--- src/rtl/alu_core.sv ---
// Purpose: 8-bit sequential ALU; one launch at a time, result registered, alu_done pulses once per op.
// Latency: start sampled at edge N -> result/alu_done valid after edge N+2 (simple) or N+9 (mul/div/mod).
// Backpressure: none; alu_start is a level request honoured only in IDLE, ignored while busy.
//
// Ports:
//   clk        rising-edge clock (gated upstream, consumed only)
//   reset      asynchronous active-high reset
//   alu_start  launch request, sampled in IDLE
//   a, b, op   operands/opcode, copied into internal latches at launch
//   result     registered result, changes only on completion
//   alu_done   one-cycle completion pulse, aligned with the new result
module alu_core #(
  parameter int WIDTH    = 8,
  parameter int OP_W     = 6,
  parameter int ITER_CYC = 8
) (
  input  logic             clk,
  input  logic             reset,
  input  logic             alu_start,
  input  logic [WIDTH-1:0] a,
  input  logic [WIDTH-1:0] b,
  input  logic [OP_W-1:0]  op,
  output logic [WIDTH-1:0] result,
  output logic             alu_done
);

  localparam int CNT_W = $clog2(ITER_CYC);
  localparam int SH_W  = $clog2(WIDTH);
  localparam logic [CNT_W-1:0] CNT_LAST = CNT_W'(ITER_CYC - 1);

  localparam logic [OP_W-1:0] OP_ADD = OP_W'(0);
  localparam logic [OP_W-1:0] OP_SUB = OP_W'(1);
  localparam logic [OP_W-1:0] OP_AND = OP_W'(2);
  localparam logic [OP_W-1:0] OP_OR  = OP_W'(3);
  localparam logic [OP_W-1:0] OP_XOR = OP_W'(4);
  localparam logic [OP_W-1:0] OP_NOT = OP_W'(5);
  localparam logic [OP_W-1:0] OP_SHL = OP_W'(6);
  localparam logic [OP_W-1:0] OP_SHR = OP_W'(7);
  localparam logic [OP_W-1:0] OP_INC = OP_W'(8);
  localparam logic [OP_W-1:0] OP_DEC = OP_W'(9);
  localparam logic [OP_W-1:0] OP_MUL = OP_W'(10);
  localparam logic [OP_W-1:0] OP_DIV = OP_W'(11);
  localparam logic [OP_W-1:0] OP_MOD = OP_W'(12);
  localparam logic [OP_W-1:0] OP_EQ  = OP_W'(13);
  localparam logic [OP_W-1:0] OP_LTU = OP_W'(14);

  typedef enum logic [1:0] {
    ST_IDLE = 2'd0,
    ST_EXEC = 2'd1,
    ST_ITER = 2'd2,
    ST_DONE = 2'd3
  } state_t;

  state_t           state_q, state_d;
  logic [WIDTH-1:0] a_q, a_d, b_q, b_d;
  logic [OP_W-1:0]  op_q, op_d;
  logic [WIDTH-1:0] acc_q, acc_d;   // MUL partial product
  logic [WIDTH-1:0] quo_q, quo_d;   // MUL: shifting multiplier; DIV: dividend/quotient shift reg
  logic [WIDTH-1:0] rem_q, rem_d;   // DIV/MOD partial remainder
  logic [CNT_W-1:0] cnt_q, cnt_d;
  logic [WIDTH-1:0] result_q, result_d;
  logic             done_q, done_d;

  logic [WIDTH:0]   trial;
  logic [WIDTH:0]   divisor;
  logic [WIDTH:0]   diff;
  logic [WIDTH-1:0] res_fin;

  function automatic logic is_iter(input logic [OP_W-1:0] o);
    return (o == OP_MUL) || (o == OP_DIV) || (o == OP_MOD);
  endfunction

  // Restoring divide step: bring the next dividend bit into the remainder,
  // subtract the divisor when it fits and record a quotient 1.
  always_comb begin
    trial   = {rem_q, quo_q[WIDTH-1]};
    divisor = {1'b0, b_q};
    diff    = trial - divisor;
  end

  // Final value written to result on the DONE transition.
  always_comb begin
    res_fin = '0;
    case (op_q)
      OP_ADD:  res_fin = a_q + b_q;
      OP_SUB:  res_fin = a_q - b_q;
      OP_AND:  res_fin = a_q & b_q;
      OP_OR:   res_fin = a_q | b_q;
      OP_XOR:  res_fin = a_q ^ b_q;
      OP_NOT:  res_fin = ~a_q;
      OP_SHL:  res_fin = a_q << b_q[SH_W-1:0];
      OP_SHR:  res_fin = a_q >> b_q[SH_W-1:0];
      OP_INC:  res_fin = a_q + WIDTH'(1);
      OP_DEC:  res_fin = a_q - WIDTH'(1);
      OP_MUL:  res_fin = acc_q;
      OP_DIV:  res_fin = (b_q == '0) ? '1 : quo_q;
      OP_MOD:  res_fin = (b_q == '0) ? '1 : rem_q;
      OP_EQ:   res_fin = {{(WIDTH-1){1'b0}}, (a_q == b_q)};
      OP_LTU:  res_fin = {{(WIDTH-1){1'b0}}, (a_q < b_q)};
      default: res_fin = '0;
    endcase
  end

  always_comb begin
    state_d  = state_q;
    a_d      = a_q;
    b_d      = b_q;
    op_d     = op_q;
    acc_d    = acc_q;
    quo_d    = quo_q;
    rem_d    = rem_q;
    cnt_d    = cnt_q;
    result_d = result_q;
    done_d   = 1'b0;
    case (state_q)
      ST_IDLE: begin
        if (alu_start) begin
          a_d     = a;
          b_d     = b;
          op_d    = op;
          acc_d   = '0;
          rem_d   = '0;
          cnt_d   = '0;
          quo_d   = (op == OP_MUL) ? b : a;
          state_d = is_iter(op) ? ST_ITER : ST_EXEC;
        end
      end
      ST_EXEC: state_d = ST_DONE;
      ST_ITER: begin
        if (op_q == OP_MUL) begin
          // Shift-add: multiplier bit cnt selects a<<cnt; only low WIDTH bits kept.
          if (quo_q[0]) acc_d = acc_q + (a_q << cnt_q);
          quo_d = quo_q >> 1;
        end else if (!diff[WIDTH]) begin
          rem_d = diff[WIDTH-1:0];
          quo_d = {quo_q[WIDTH-2:0], 1'b1};
        end else begin
          rem_d = trial[WIDTH-1:0];
          quo_d = {quo_q[WIDTH-2:0], 1'b0};
        end
        cnt_d = cnt_q + CNT_W'(1);
        if (cnt_q == CNT_LAST) state_d = ST_DONE;
      end
      ST_DONE: begin
        result_d = res_fin;
        done_d   = 1'b1;
        state_d  = ST_IDLE;
      end
      default: state_d = ST_IDLE;
    endcase
  end

  always_ff @(posedge clk or posedge reset) begin
    if (reset) begin
      state_q  <= ST_IDLE;
      a_q      <= '0;
      b_q      <= '0;
      op_q     <= '0;
      acc_q    <= '0;
      quo_q    <= '0;
      rem_q    <= '0;
      cnt_q    <= '0;
      result_q <= '0;
      done_q   <= 1'b0;
    end else begin
      state_q  <= state_d;
      a_q      <= a_d;
      b_q      <= b_d;
      op_q     <= op_d;
      acc_q    <= acc_d;
      quo_q    <= quo_d;
      rem_q    <= rem_d;
      cnt_q    <= cnt_d;
      result_q <= result_d;
      done_q   <= done_d;
    end
  end

  assign result   = result_q;
  assign alu_done = done_q;

endmodule

--- config.mk ---
export PLATFORM = sky130hd
export DESIGN_NAME = alu_core
export DESIGN_NICKNAME = d
export VERILOG_FILES = /design/src/rtl/alu_core.sv
export SDC_FILE = /design/constraint.sdc
export NUM_CORES = 1
export LEC_CHECK = 0
export BUFFER_PORTS_ARGS = -buffer_cell sky130_fd_sc_hd__buf_2
export CORE_MARGIN = 2
export CORE_UTILIZATION = 35
export CTS_CLUSTER_SIZE = 14
export DETAILED_ROUTE_END_ITERATION = 8
export GPL_TIMING_DRIVEN = 0
export SYNTH_ARGS = -nofsm -noshare
export SYNTH_HDL_FRONTEND = slang
export SYNTH_SLANG_ARGS = --single-unit
--- constraint.sdc ---
create_clock -name clk -period 3.55 [get_ports clk]
set_input_delay 1.065 -clock clk [delete_from_list [all_inputs] [get_ports clk]]
set_output_delay 1.065 -clock clk [all_outputs]
set_load 0.01 [all_outputs]
# Word level (Yosys, flattened, before mapping)
# Index checks and enable logic that the tools add are counted.
[classes]
n_reduce_logical = 11
addsub = 7
muxes = 22
n_shift = 3
bitwise_logic = 4
n_eq_ne = 27
n_lt_le_gt_ge = 1
[ops]
columns = ["cell", "count"]
rows = [
  ["$pmux W8 S15", 1],
  ["$mux W8", 10],
  ["$eq A6 B4 Y1 const B", 10],
  ["$pmux W8 S2", 3],
  ["$eq A6 B3 Y1 const B", 4],
  ["$add A8 B8 Y8", 2],
  ["$shl A8 B3 Y8", 2],
  ["$eq A6 B2 Y1 const B", 2],
  ["$ne A2 B2 Y1 const B", 5],
  ["$sub A9 B8 Y9", 1],
  ["$add A8 B1 Y8 const B", 1],
  ["$and A8 B8 Y8", 1],
  ["$eq A8 B8 Y1", 1],
  ["$logic_not A8 Y1", 1],
  ["$lt A8 B8 Y1", 1],
  ["$not A8 Y8", 1],
  ["$or A8 B8 Y8", 1],
  ["$pmux W2 S4", 1],
  ["$shr A8 B3 Y8", 1],
  ["$sub A8 B1 Y8 const B", 1],
  ["$sub A8 B8 Y8", 1],
  ["$xor A8 B8 Y8", 1],
  ["$eq A6 B1 Y1 const B", 1],
  ["$logic_not A6 Y1", 1],
  ["14 further kinds", 21],
]
[totals]
reg_bits = 60
input_bits = 25
out_inout_bits = 9

# Logic depth before layout (Yosys ltp)
[logic_depth]
depth_word = 6
depth_mapped = 13
ltp_nobuf = 12

# Least setup slack after synthesis
# Ideal clock, no wire load.
[synth_path]
kind = "reg-to-reg"
start = "register op_q[4]"
end = "register result_q[5], in the netlist result[5]"
n_path_buf = 1
path_stages_with_launch = 13
setup_slack_ns = 0.703
arrival_ns = 2.710
period_less_slack_ns = 2.847
setup_ns = 0.138
cell_sequence = "dfrtp_1 buf_4 or3_4 nor4b_4 a21o_2 inv_1 ha_1 nor2b_1 o31a_1 o22ai_1 xnor2_1 a221oi_1 o22ai_1"
[synth_via]
elab_chain_cells = 2
[synth_rtl]
columns = ["item", "line", "source"]
rows = [
  ["start: declaration", "56", "logic [OP_W-1:0] op_q, op_d;"],
  ["start signal: assignment", "169", "op_q <= op_d;"],
  ["$eq A6 B4 Y1 (tied with other cells)", "84", "case (op_q)"],
  ["$pmux W8 S15 (*)", "84", ""],
  ["end signal: assignment", "174", "result_q <= result_d;"],
  ["end: declaration", "61", "logic [WIDTH-1:0] result_q, result_d;"],
]
# Mark *: on every way between the ends. The rest lies on a longest branch, timed or not.
# A chain may end at the register's enable or synchronous reset.

# Worst setup path in the final report
[layout_path]
start = "register op_q[2]"
end = "register result_q[3], in the netlist result[3]"
# Same word-level chain as after synthesis.

==> impl_metrics.toml <==
[outcome]
outcome = "finished, final reports clean"

[route]
via_per_inst = 5.618
drt-wirelength-per-cell_microns = 19.48
wl_mm = 17.90
first_pass_iters = 5
drtIter0Drc = 462
ant_nets = 0
route.detailed.drc = 0
num_vias = 5163

[power_and_ir_drop]
power_density_nw_per_um2 = 1038
peakVddDrop_mv = 0.3556
p_leak_nw = 2.935
power_w = 0.006877

[floorplanning]
dieArea_sq_um = 17690
rows = 47
die_h_microns = 133.0
coreArea_sq_um = 16410
die_w_microns = 133.0
start_util_pct = 35.51
io_pins = 34

[yosys]
synth_area_leaders = "dfrtp_1, ha_1, mux2_2, mux2i_1, o21ai_0"
synth_edf_count = 0
ys_ff_latch = 60
yosys_warnings = 0
synth_area_leader_cell = "dfrtp_1"
syn_avg_cell_area_sq_um = 8.976
ys_types = 79
synth_nets = 732
async_flop_share_pct = 100.0
yosysSeqAreaShare_pct = 25.77
syn_area_sq_um = 5826
synth_cells = 649
synth_top_cell_area_share_pct = 25.77
synth_ff_type = "dfrtp_1"

[sta]
finalCritPeriodShare_pct = 96.85
tightest_slew_ns = 1.010
rsz0062_at_grt = "false"
min_period_ns = 3.438
slew_viol_final = 0
hold_viol_final = 0
fmax_mhz = 290.8
relSlewSlack_pct = 30.90
tns_ns = 0
clock_skew_ns = 0.009824
setup_viol = 0

[setup_path]
slowest_stage = "nor4_1"
cp-startpoint = "op_q[2]"
crit_path_end_kind = "register"
r2r-start = "op_q[2]"
crit_required_ns = 3.74
crit_arrival_ns = 3.63
cp_top_family = "simple AND/OR/NAND/NOR gates"
crit_type = "register to register"
crit_chain = "or3_4 > nor4b_4 > a21o_2 > inv_1 > ha_1 > nor2b_1 > o21a_1 > nor3_1 > o32ai_1 > nor4_1 > o22ai_1"
max_stage_delay_ns = 0.59
cp_max_fo = 9
crit_buf_inv = 1
crit_path_start_kind = "register"

[place]
io_buffers = 33
place_area_sq_um = 6286
globalplace.congestion = 0.9951
dp_hpwl_mm = 14.00

[finish]
nets = 777
layout-drive-gt1-share_pct = 18.31
final_area_sq_um = 6628
layout_common_cells = "nand2_1, dfrtp_1, ha_1"
num-fill-cells = 1666
diodes = 0
final_common_cell = "nand2_1"
syn2layout_area_growth_pct = 13.77
final_util_pct = 40.39

[global_route]
grt_overflow = 0
grt_max_degree = 36
grt_pass1_vias = 4891
grt_pass1_wl_mm = 28.54
antenna_found_initial = 0
grt.total_usage_pct = 20.96

[clocking]
clockBufferDepth = 2
clk_pin_slew_ns = 0.05
clk-insertion-delay-late_ns = 0.34
post_cts_buffers = 0
root_buffer = "clkbuf_16"
cts_made_buffers = 9
h-tree-depth = 3
cts_sinks = 60
cts_tree = "done"

[hold_path]
hold_class = "register to register"
hp-start = "result[2]"

[flow_run]
cap_viol_max_count = 0
[cell usage after synthesis, types with 7 or more instances]
| cell | number |
|---|---|
| nor2_1 | 29 |
| a22oi_1 | 8 |
| nand2_1 | 63 |
| xnor2_1 | 20 |
| nor2b_1 | 10 |
| mux4_2 | 7 |
| mux2i_1 | 29 |
| nand3_1 | 25 |
| inv_1 | 40 |
| clkbuf_1 | 18 |
| dfrtp_1 | 60 |
| a21oi_1 | 24 |
| ha_1 | 54 |
| a22o_1 | 9 |
| nor4_1 | 8 |
| o22ai_1 | 12 |
| o2111ai_1 | 8 |
| buf_2 | 11 |
| o21ai_0 | 48 |
| mux2_2 | 31 |
| nor3_1 | 13 |
[registers in the layout, indices dropped and copies added (netlist names)]
signal    cells
op_q          6
quo_q         8
cnt_q         3
b_q           8
result        8
alu_done      1
acc_q         8
state_q       2
rem_q         8
a_q           8
[report_power, final]
part / switching (W) / leakage [nW] / internal, W
registers: 0.000380 / 0.769 / 0.000939
logic: 0.00261 / 2.01 / 0.00195
clock network: 0.000343 / 0.158 / 0.000654
[metrics by stage]
step	hold WS, ns	instances	worst slack [ns]
after floorplan	0.4662	649	0.7027
after global placement	0.4986	902	0.08280
after detailed placement	0.5065	903	0.1110
after CTS	0.5218	919	0.09535
after global routing	0.5531	919	0.007538
final	0.5242	919	0.1117
[kinds of logic (layout without fill, tap and decap cells)]
| family | after synthesis | in the layout | synth area share [%] |
|---|---|---|---|
| simple gates | 193 | 193 | 17.81 |
| mux | 67 | 67 | 13.68 |
| xor+xnor | 27 | 27 | 4.510 |
| buf+inv | 78 | 128 | 5.584 |
| flops | 60 | 60 | 25.77 |
| fa+ha+maj | 58 | 58 | 12.97 |
| compound gates | 166 | 166 | 19.67 |
[repair_timing]
item	in CTS	in global routing
hold buffers	0	0
hold endpoints to repair	0	0
resized for setup	0	1
setup endpoints to repair	0	3
[worst paths after layout]
kind	cells past startpoint	endpoint	slack, ns
worst max-delay path	11	result[3]	0.11
worst min-delay path	2	result[2]	0.52
worst max register to register	11	result[3]	0.11
worst min register to register	2	result[2]	0.52
max in group asynchronous	3	rem_q[0]	2.16
min in group asynchronous	2	acc_q[4]	0.79
[final cells by class]
cell class,instances,area (sq um),share of cell area (%)
Clock inverter,5,83.83,1.265
Multi-Input combinational cell,511,4004,60.41
Tap cell,220,275.3,4.153
Timing Repair Buffer,34,185.2,2.794
Buffer,37,171.4,2.586
Inverter,41,153.9,2.322
Sequential cell,60,1501,22.65
Clock buffer,11,252.7,3.813
[tightest hold or removal path: cells and delay by family, from the launching register on]
kind                   cells  cell delay [ns]
DFF                        1             0.37
AOI/OAI and AO/OA          1             0.06
buffers and inverters      1             0.05
[layer usage]
layer	global-route usage (%)	routed length, microns	vias up
li1	-	-	2481
met4	7.228	396	0
met5	0	0	-
met1	30.18	8378	2473
met2	31.49	7807	188
met3	3.831	1316	21
(Power assumes the default switching activity.)
